===== src/rtl/sprite_pixel_output_if.sv =====
// Signal bundle between the PPU sequencer and the sprite pixel output unit.
// The master drives the load, step and mask controls; the slave returns the winning sprite pixel.
interface sprite_pixel_output_if;
  logic       clock_EN;
  logic       load_EN;
  logic [2:0] loadSlot;
  logic [1:0] loadSel;
  logic [7:0] loadData;
  logic       lineStart;
  logic       pixel_EN;
  logic       spritesEnable;
  logic       showLeftSprites;
  logic       sprite0InLine;
  logic       bgOpaque;
  logic       resetFlags;
  logic [1:0] spritePixel;
  logic [1:0] spritePalette;
  logic       spritePriority;
  logic       spriteZero;
  logic       spriteCollision;

  modport master (
    output clock_EN, load_EN, loadSlot, loadSel, loadData, lineStart, pixel_EN,
           spritesEnable, showLeftSprites, sprite0InLine, bgOpaque, resetFlags,
    input  spritePixel, spritePalette, spritePriority, spriteZero, spriteCollision
  );

  modport slave (
    input  clock_EN, load_EN, loadSlot, loadSel, loadData, lineStart, pixel_EN,
           spritesEnable, showLeftSprites, sprite0InLine, bgOpaque, resetFlags,
    output spritePixel, spritePalette, spritePriority, spriteZero, spriteCollision
  );
endinterface


===== src/rtl/sprite_pixel_output.sv =====
// Eight-slot per-line sprite shifter with priority select and registered outputs.
// Define SPRITE_COLLISION_EN to build the sticky sprite-0 hit flag; otherwise it is tied low.
module sprite_pixel_output (
  input logic                  clock,
  input logic                  reset,
  sprite_pixel_output_if.slave sif
);

  logic [7:0] attr_q  [8];
  logic [7:0] attr_d  [8];
  logic [7:0] xcnt_q  [8];
  logic [7:0] xcnt_d  [8];
  logic [7:0] patlo_q [8];
  logic [7:0] patlo_d [8];
  logic [7:0] pathi_q [8];
  logic [7:0] pathi_d [8];
  logic [8:0] col_q, col_d;
  logic [1:0] pix_q, pix_d;
  logic [1:0] pal_q, pal_d;
  logic       pri_q, pri_d;
  logic       zero_q, zero_d;

  logic [8:0] col_eff;
  logic       step;
  logic       left_clip;
  logic       win_found;
  logic [2:0] win_idx;
  logic [1:0] contrib [8];

  // A lineStart in the same cycle as a step makes that step land on column 0.
  assign col_eff   = sif.lineStart ? 9'd0 : col_q;
  assign step      = sif.clock_EN && sif.pixel_EN && !col_eff[8];
  assign left_clip = !sif.showLeftSprites && (col_eff < 9'd8);

  always_comb begin
    win_found = 1'b0;
    win_idx   = 3'd0;
    for (int i = 0; i < 8; i++) begin
      contrib[i] = (xcnt_q[i] == 8'd0) ? {pathi_q[i][7], patlo_q[i][7]} : 2'b00;
    end
    for (int i = 7; i >= 0; i--) begin
      if (contrib[i] != 2'b00) begin
        win_found = 1'b1;
        win_idx   = 3'(i);
      end
    end
  end

  always_comb begin
    attr_d  = attr_q;
    xcnt_d  = xcnt_q;
    patlo_d = patlo_q;
    pathi_d = pathi_q;
    col_d   = col_q;
    pix_d   = pix_q;
    pal_d   = pal_q;
    pri_d   = pri_q;
    zero_d  = zero_q;

    if (sif.clock_EN) begin
      col_d = col_eff;
      if (sif.pixel_EN) begin
        pix_d  = 2'b00;
        pal_d  = 2'b00;
        pri_d  = 1'b0;
        zero_d = 1'b0;
        if (step) begin
          if (sif.spritesEnable && !left_clip && win_found) begin
            pix_d  = contrib[win_idx];
            pal_d  = attr_q[win_idx][1:0];
            pri_d  = attr_q[win_idx][5];
            zero_d = (win_idx == 3'd0) && sif.sprite0InLine;
          end
          for (int i = 0; i < 8; i++) begin
            if (xcnt_q[i] != 8'd0) begin
              xcnt_d[i] = xcnt_q[i] - 8'd1;
            end else begin
              patlo_d[i] = {patlo_q[i][6:0], 1'b0};
              pathi_d[i] = {pathi_q[i][6:0], 1'b0};
            end
          end
          col_d = col_eff + 9'd1;
        end
      end
      // Applied after the step so a coincident load overrides the shift or decrement.
      if (sif.load_EN) begin
        case (sif.loadSel)
          2'd0:    attr_d[sif.loadSlot]  = sif.loadData;
          2'd1:    xcnt_d[sif.loadSlot]  = sif.loadData;
          2'd2:    patlo_d[sif.loadSlot] = sif.loadData;
          default: pathi_d[sif.loadSlot] = sif.loadData;
        endcase
      end
    end
  end

  always_ff @(posedge clock) begin
    if (reset) begin
      for (int i = 0; i < 8; i++) begin
        attr_q[i]  <= 8'd0;
        xcnt_q[i]  <= 8'd0;
        patlo_q[i] <= 8'd0;
        pathi_q[i] <= 8'd0;
      end
      col_q  <= 9'd0;
      pix_q  <= 2'b00;
      pal_q  <= 2'b00;
      pri_q  <= 1'b0;
      zero_q <= 1'b0;
    end else begin
      attr_q  <= attr_d;
      xcnt_q  <= xcnt_d;
      patlo_q <= patlo_d;
      pathi_q <= pathi_d;
      col_q   <= col_d;
      pix_q   <= pix_d;
      pal_q   <= pal_d;
      pri_q   <= pri_d;
      zero_q  <= zero_d;
    end
  end

  assign sif.spritePixel    = pix_q;
  assign sif.spritePalette  = pal_q;
  assign sif.spritePriority = pri_q;
  assign sif.spriteZero     = zero_q;

  // Attribute bits 7:6 and 4:2 are stored for completeness but only feed the fetch stage.
  logic unused_attr;
  always_comb begin
    unused_attr = 1'b0;
    for (int i = 0; i < 8; i++) begin
      unused_attr = unused_attr ^ (^{attr_q[i][7:6], attr_q[i][4:2]});
    end
  end

`ifdef SPRITE_COLLISION_EN
  logic coll_q, coll_d;
  logic coll_set;

  // Slot 0 counts even when a lower-priority rule hides it; column 255 never registers a hit.
  assign coll_set = step && sif.sprite0InLine && (contrib[0] != 2'b00) && sif.bgOpaque &&
                    sif.spritesEnable && (col_eff != 9'd255) && !left_clip;

  always_comb begin
    coll_d = coll_q;
    if (sif.clock_EN) begin
      if (sif.resetFlags) begin
        coll_d = 1'b0;
      end else if (coll_set) begin
        coll_d = 1'b1;
      end
    end
  end

  always_ff @(posedge clock) begin
    if (reset) begin
      coll_q <= 1'b0;
    end else begin
      coll_q <= coll_d;
    end
  end

  assign sif.spriteCollision = coll_q;
`else
  logic unused_coll;
  assign unused_coll = sif.bgOpaque ^ sif.resetFlags;
  assign sif.spriteCollision = 1'b0;
`endif

endmodule

===== src/flat_wrapper.sv =====
// flat-port wrapper written by rule: the top's interface ports become plain ports
module sprite_pixel_output_flat 
  (clock, reset, sif_clock_EN, sif_load_EN, sif_loadSlot, sif_loadSel, sif_loadData, sif_lineStart, sif_pixel_EN, sif_spritesEnable, sif_showLeftSprites, sif_sprite0InLine, sif_bgOpaque, sif_resetFlags, sif_spritePixel, sif_spritePalette, sif_spritePriority, sif_spriteZero, sif_spriteCollision);
  sprite_pixel_output_if sif_i ();
  input logic clock;
  input logic reset;
  input wire logic [$bits(sif_i.clock_EN)-1:0] sif_clock_EN;
  input wire logic [$bits(sif_i.load_EN)-1:0] sif_load_EN;
  input wire logic [$bits(sif_i.loadSlot)-1:0] sif_loadSlot;
  input wire logic [$bits(sif_i.loadSel)-1:0] sif_loadSel;
  input wire logic [$bits(sif_i.loadData)-1:0] sif_loadData;
  input wire logic [$bits(sif_i.lineStart)-1:0] sif_lineStart;
  input wire logic [$bits(sif_i.pixel_EN)-1:0] sif_pixel_EN;
  input wire logic [$bits(sif_i.spritesEnable)-1:0] sif_spritesEnable;
  input wire logic [$bits(sif_i.showLeftSprites)-1:0] sif_showLeftSprites;
  input wire logic [$bits(sif_i.sprite0InLine)-1:0] sif_sprite0InLine;
  input wire logic [$bits(sif_i.bgOpaque)-1:0] sif_bgOpaque;
  input wire logic [$bits(sif_i.resetFlags)-1:0] sif_resetFlags;
  output wire logic [$bits(sif_i.spritePixel)-1:0] sif_spritePixel;
  output wire logic [$bits(sif_i.spritePalette)-1:0] sif_spritePalette;
  output wire logic [$bits(sif_i.spritePriority)-1:0] sif_spritePriority;
  output wire logic [$bits(sif_i.spriteZero)-1:0] sif_spriteZero;
  output wire logic [$bits(sif_i.spriteCollision)-1:0] sif_spriteCollision;
  assign sif_i.clock_EN = sif_clock_EN;
  assign sif_i.load_EN = sif_load_EN;
  assign sif_i.loadSlot = sif_loadSlot;
  assign sif_i.loadSel = sif_loadSel;
  assign sif_i.loadData = sif_loadData;
  assign sif_i.lineStart = sif_lineStart;
  assign sif_i.pixel_EN = sif_pixel_EN;
  assign sif_i.spritesEnable = sif_spritesEnable;
  assign sif_i.showLeftSprites = sif_showLeftSprites;
  assign sif_i.sprite0InLine = sif_sprite0InLine;
  assign sif_i.bgOpaque = sif_bgOpaque;
  assign sif_i.resetFlags = sif_resetFlags;
  assign sif_spritePixel = sif_i.spritePixel;
  assign sif_spritePalette = sif_i.spritePalette;
  assign sif_spritePriority = sif_i.spritePriority;
  assign sif_spriteZero = sif_i.spriteZero;
  assign sif_spriteCollision = sif_i.spriteCollision;
  sprite_pixel_output u_core (.clock(clock), .reset(reset), .sif(sif_i));
endmodule

===== config.mk =====
export PLATFORM = sky130hd
export DESIGN_NAME = sprite_pixel_output_flat
export DESIGN_NICKNAME = d
export VERILOG_FILES = /design/src/rtl/sprite_pixel_output_if.sv /design/src/rtl/sprite_pixel_output.sv /design/src/flat_wrapper.sv
export SDC_FILE = /design/constraint.sdc
export NUM_CORES = 1
export LEC_CHECK = 0
export CAP_MARGIN = 20
export CORE_MARGIN = 2
export CORE_UTILIZATION = 56
export DETAILED_ROUTE_END_ITERATION = 7
export MAX_ROUTING_LAYER = met4
export PLACE_DENSITY = 0.73
export SETUP_SLACK_MARGIN = 0.5
export SLEW_MARGIN = 15
export SYNTH_ARGS = -nofsm -noshare
export SYNTH_HDL_FRONTEND = slang
export SYNTH_SLANG_ARGS = --single-unit

===== constraint.sdc =====
create_clock -name clock -period 5.5 [get_ports clock]
set_clock_uncertainty 0.1 [all_clocks]
set_input_delay 0.825 -clock clock [delete_from_list [all_inputs] [get_ports clock]]
set_output_delay 0.825 -clock clock [all_outputs]
set_load 0.05 [all_outputs]

==> out/qor.csv <==
stage,metric,value,unit
clock_network,CTS tree,done,
run,max_cap viols,0,
clock_network,Clock Tree Buf Depth,3,
clock_network,clock latency on the worst-skew pair,0.54,ns
final_layout,final core occ,0.618,
power_and_ir_drop,sequential power share,0.429,
timing,RSZ-0062 raised after global routing,no,
worst_setup_path,Worst path slowest cell,a21oi_1,
worst_setup_path,Slowest Stage Delay on Critical Path,0.89,ns
worst_setup_path,CP startpoint kind,input pin,
yosys,top-area cell type share of the netlist area,0.378,
power_and_ir_drop,Comb pwr share,0.165,
clock_network,H-tree depth,1,
final_layout,area grow syn2layout,9.27,%
yosys,Synth top cells by count,"nor2_1, dfxtp_1, nand2_1",
final_layout,number of diodes,0,
clock_network,clk sinks,231,
timing,"Period Utilization, post-route",0.676,
yosys,most instantiated library cell after synthesis,nor2_1,
power_and_ir_drop,total power,4.26,mW
clock_network,CTS buffer count,27,
floorplanning,DIE HEIGHT,152,um
power_and_ir_drop,NetSw,1.24,mW
clock_network,post-cts gate resize count,0,
final_layout,Final #Nets,1649,
yosys,post-synthesis async set-or-reset flop share,0,
yosys,synthesis-stage register bit count,231,
global_routing,first-pass GRT wire length,57600,um
power_and_ir_drop,Sw Share,0.292,
global_routing,largest net degree at the start of global routing,95,
yosys,syn_nets,1689,
clock_network,clock slew at reported path FFs,0.06,ns
clock_network,cts hold-fix bufs,0,
worst_setup_path,Crit Path Category,in2reg,
timing,Tightest Pin Transition,1.03,ns
clock_network,setup bufs post-CTS,0,
yosys,top post-synthesis cells by area,"dfxtp_1, nor2_1, o21ai_0",
routing,Final ANT Viol Nets,0,
yosys,Mapped Avg Cell Area,7.41,um2
routing,via count,12200,
power_and_ir_drop,internal power,3.02,mW
timing,final hold violations,0,
routing,highest metal used,met4,
routing,WL met3,2670,um
worst_setup_path,CP Capture Type,flop,
timing,relative slew slack,0.311,
floorplanning,num rows,54,
worst_setup_path,WP data arrival,4.06,ns
final_layout,Layout fillers,1977,
timing,"Setup violations, final",0,
yosys,top cell type by total area after synthesis,dfxtp_1,
place,Routability Congestion,0.903,
global_routing,initial antenna violation count,0,
timing,clock period minus worst slack,3.72,ns
routing,routed len/inst,18.9,um
yosys,register area share after synthesis,0.378,
floorplanning,core region area,21600,um2
worst_setup_path,Required @ worst endpoint,5.84,ns
routing,post-route DRC violation count,0,
yosys,post-synthesis instance total,1650,
floorplanning,boundary pin count,31,
yosys,synthesized area,12200,um2
power_and_ir_drop,Pleak,4.59,nW
routing,met2 WL post-DR,16600,um
timing,final setup TNS,0,ns
worst_setup_path,WP buf/inv,1,
min_path,worst min path class,reg2reg,
yosys,warnings from Yosys,0,
timing,max-slew violations,0,
clock_network,clock tree root driver cell,clkbuf_16,
floorplanning,die footprint,23000,um2
global_routing,gr ovfl total,0,
power_and_ir_drop,peak supply drop,0.000186,V
global_routing,overall routing resource usage,0.308,
place,PortBufs,27,
yosys,Main synth FF type,dfxtp_1,
timing,fmax,269,MHz
final_layout,share of layout cells above drive strength 1,0.0614,
yosys,"EDFF count, synth",0,
routing,DR iter-0 viols,1156,
routing,vias per cell,6.40,
run_status,outcome,finished clean,
yosys,Netlist cell types,75,
worst_setup_path,Crit path max-delay family,simple AND/OR/NAND/NOR gates,
worst_setup_path,Critical Path Fanout Max,16,
routing,Pre-antenna DRT Iters,5,
routing,Post-Route WL,36100,um
global_routing,number of global-route vias before repair,11000,
floorplanning,starting density of the core,0.566,
power_and_ir_drop,clock power share,0.407,
power_and_ir_drop,power per cell area,319,nW/um2
worst_setup_path,crit path cell chain,"clkdlybuf4s50_1, and3_1, nand2_1, a21oi_1, nor2_1, a211oi_1",
floorplanning,Die W,152,um
place,dpl hpwl,21400,um
routing,M1 WL,15600,um
[per-stage QoR]
stage | hold slack (ns) | std cells | worst slack, ns | instance area [um2]
floorplan | 0.333 | 1650 | 2.76 | 12200
global placement | 0.346 | 1861 | 1.33 | 12500
detailed placement | 0.353 | 1861 | 1.31 | 12500
CTS | 0.361 | 1909 | 1.82 | 13400
global route | 0.376 | 1909 | 1.55 | 13400
finish | 0.365 | 1909 | 1.78 | 13400
[cell families after synthesis]
kind of cell | Yosys count | share of synthesized area
and+or+nand+nor | 746 | 0.280
AOI/OAI and AO/OA | 470 | 0.241
DFF | 231 | 0.378
buffers and inverters | 140 | 0.0460
muxes | 30 | 0.0266
xor gates and xnor gates | 17 | 0.0122
adders and majority gates | 15 | 0.0153
other | 1 | 0.000307
[final cells by class]
type / count / area, um2 / area share
inverter: 27 / 101 / 0.00758
multi-input combinational: 1279 / 7060 / 0.528
clock inverter: 10 / 78.8 / 0.00590
sequential: 231 / 4620 / 0.346
clock buffer: 38 / 767 / 0.0574
tap: 280 / 350 / 0.0262
timing repair buffer: 44 / 382 / 0.0285
[state kept, by name, summed over array words and instances, names as in the netlist, 2 cells and up]
name and cells:
u_core.attr_q 24, u_core.xcnt_q 64, u_core.sif.spritePalette 2, u_core.col_q 9, u_core.pathi_q 64, u_core.patlo_q 64
u_core.sif.spritePixel 2
[placed cells by master (no fill, tap or decap), types with 7 or more instances in the layout]
master           synthesis  final
nor2_1                 291    291
a2bb2oi_1                7      7
clkbuf_16                0     27
a311oi_1                33     33
a221oi_1                 8      8
nand4_1                 13     13
xnor2_1                  8      8
dfxtp_1                231    231
buf_4                    3     18
a21oi_1                 94     93
nor3_1                  80     80
o21ai_0                191    191
and2_1                  14     14
and3_1                  12     12
a211oi_1                19     19
a22oi_1                 27     27
nand3_1                 39     39
mux2i_1                 28     28
o211ai_1                20     20
a31oi_1                  7      7
clkinv_2                 0      8
ha_1                    15     15
nor4_1                  12     12
clkdlybuf4s50_1          0     22
inv_1                   27     27
nand2b_1                17     17
xor2_1                   9      9
nor2b_1                  7      7
nand2_1                208    208
[metal layers]
layer  GRT usage  vias up
met5           -        -
met4       0.108        0
met3      0.0473       98
met2       0.488      493
met1       0.402     5812
li1            -     5810
[worst reg2reg max path: stages (launching register included)]
cell and delay (ns):
dfxtp_1 0.33, inv_1 0.09, ha_1 0.14, nor3b_1 0.45, nand2_1 0.10, o311a_1 0.42, o21ai_4 0.32, mux4_2 0.56
a32oi_1 0.21, nand2_1 0.08
[power by group through the flow]
stage / clock network [mW] / registers (mW) / logic [mW]
floorplan: 0 / 1.84 / 0.523
global placement: 0 / 1.86 / 0.670
detailed placement: 0 / 1.86 / 0.682
CTS: 1.74 / 1.82 / 0.689
global route: 1.81 / 1.83 / 0.772
finish: 1.73 / 1.83 / 0.701
[worst paths after layout]
path	startpoint	end	slack, ns	cells after the start
worst min register to register	u_core.attr_q[24]	u_core.attr_q[24]	0.36	2
worst max-delay path	sif_loadSel[0]	u_core.pathi_q[42]	1.78	6
worst min-delay path	u_core.attr_q[24]	u_core.attr_q[24]	0.36	2
worst max register to register	u_core.xcnt_q[0]	u_core.sif.spritePriority	2.58	9
No activity file was read; power rests on OpenSTA's default activity.
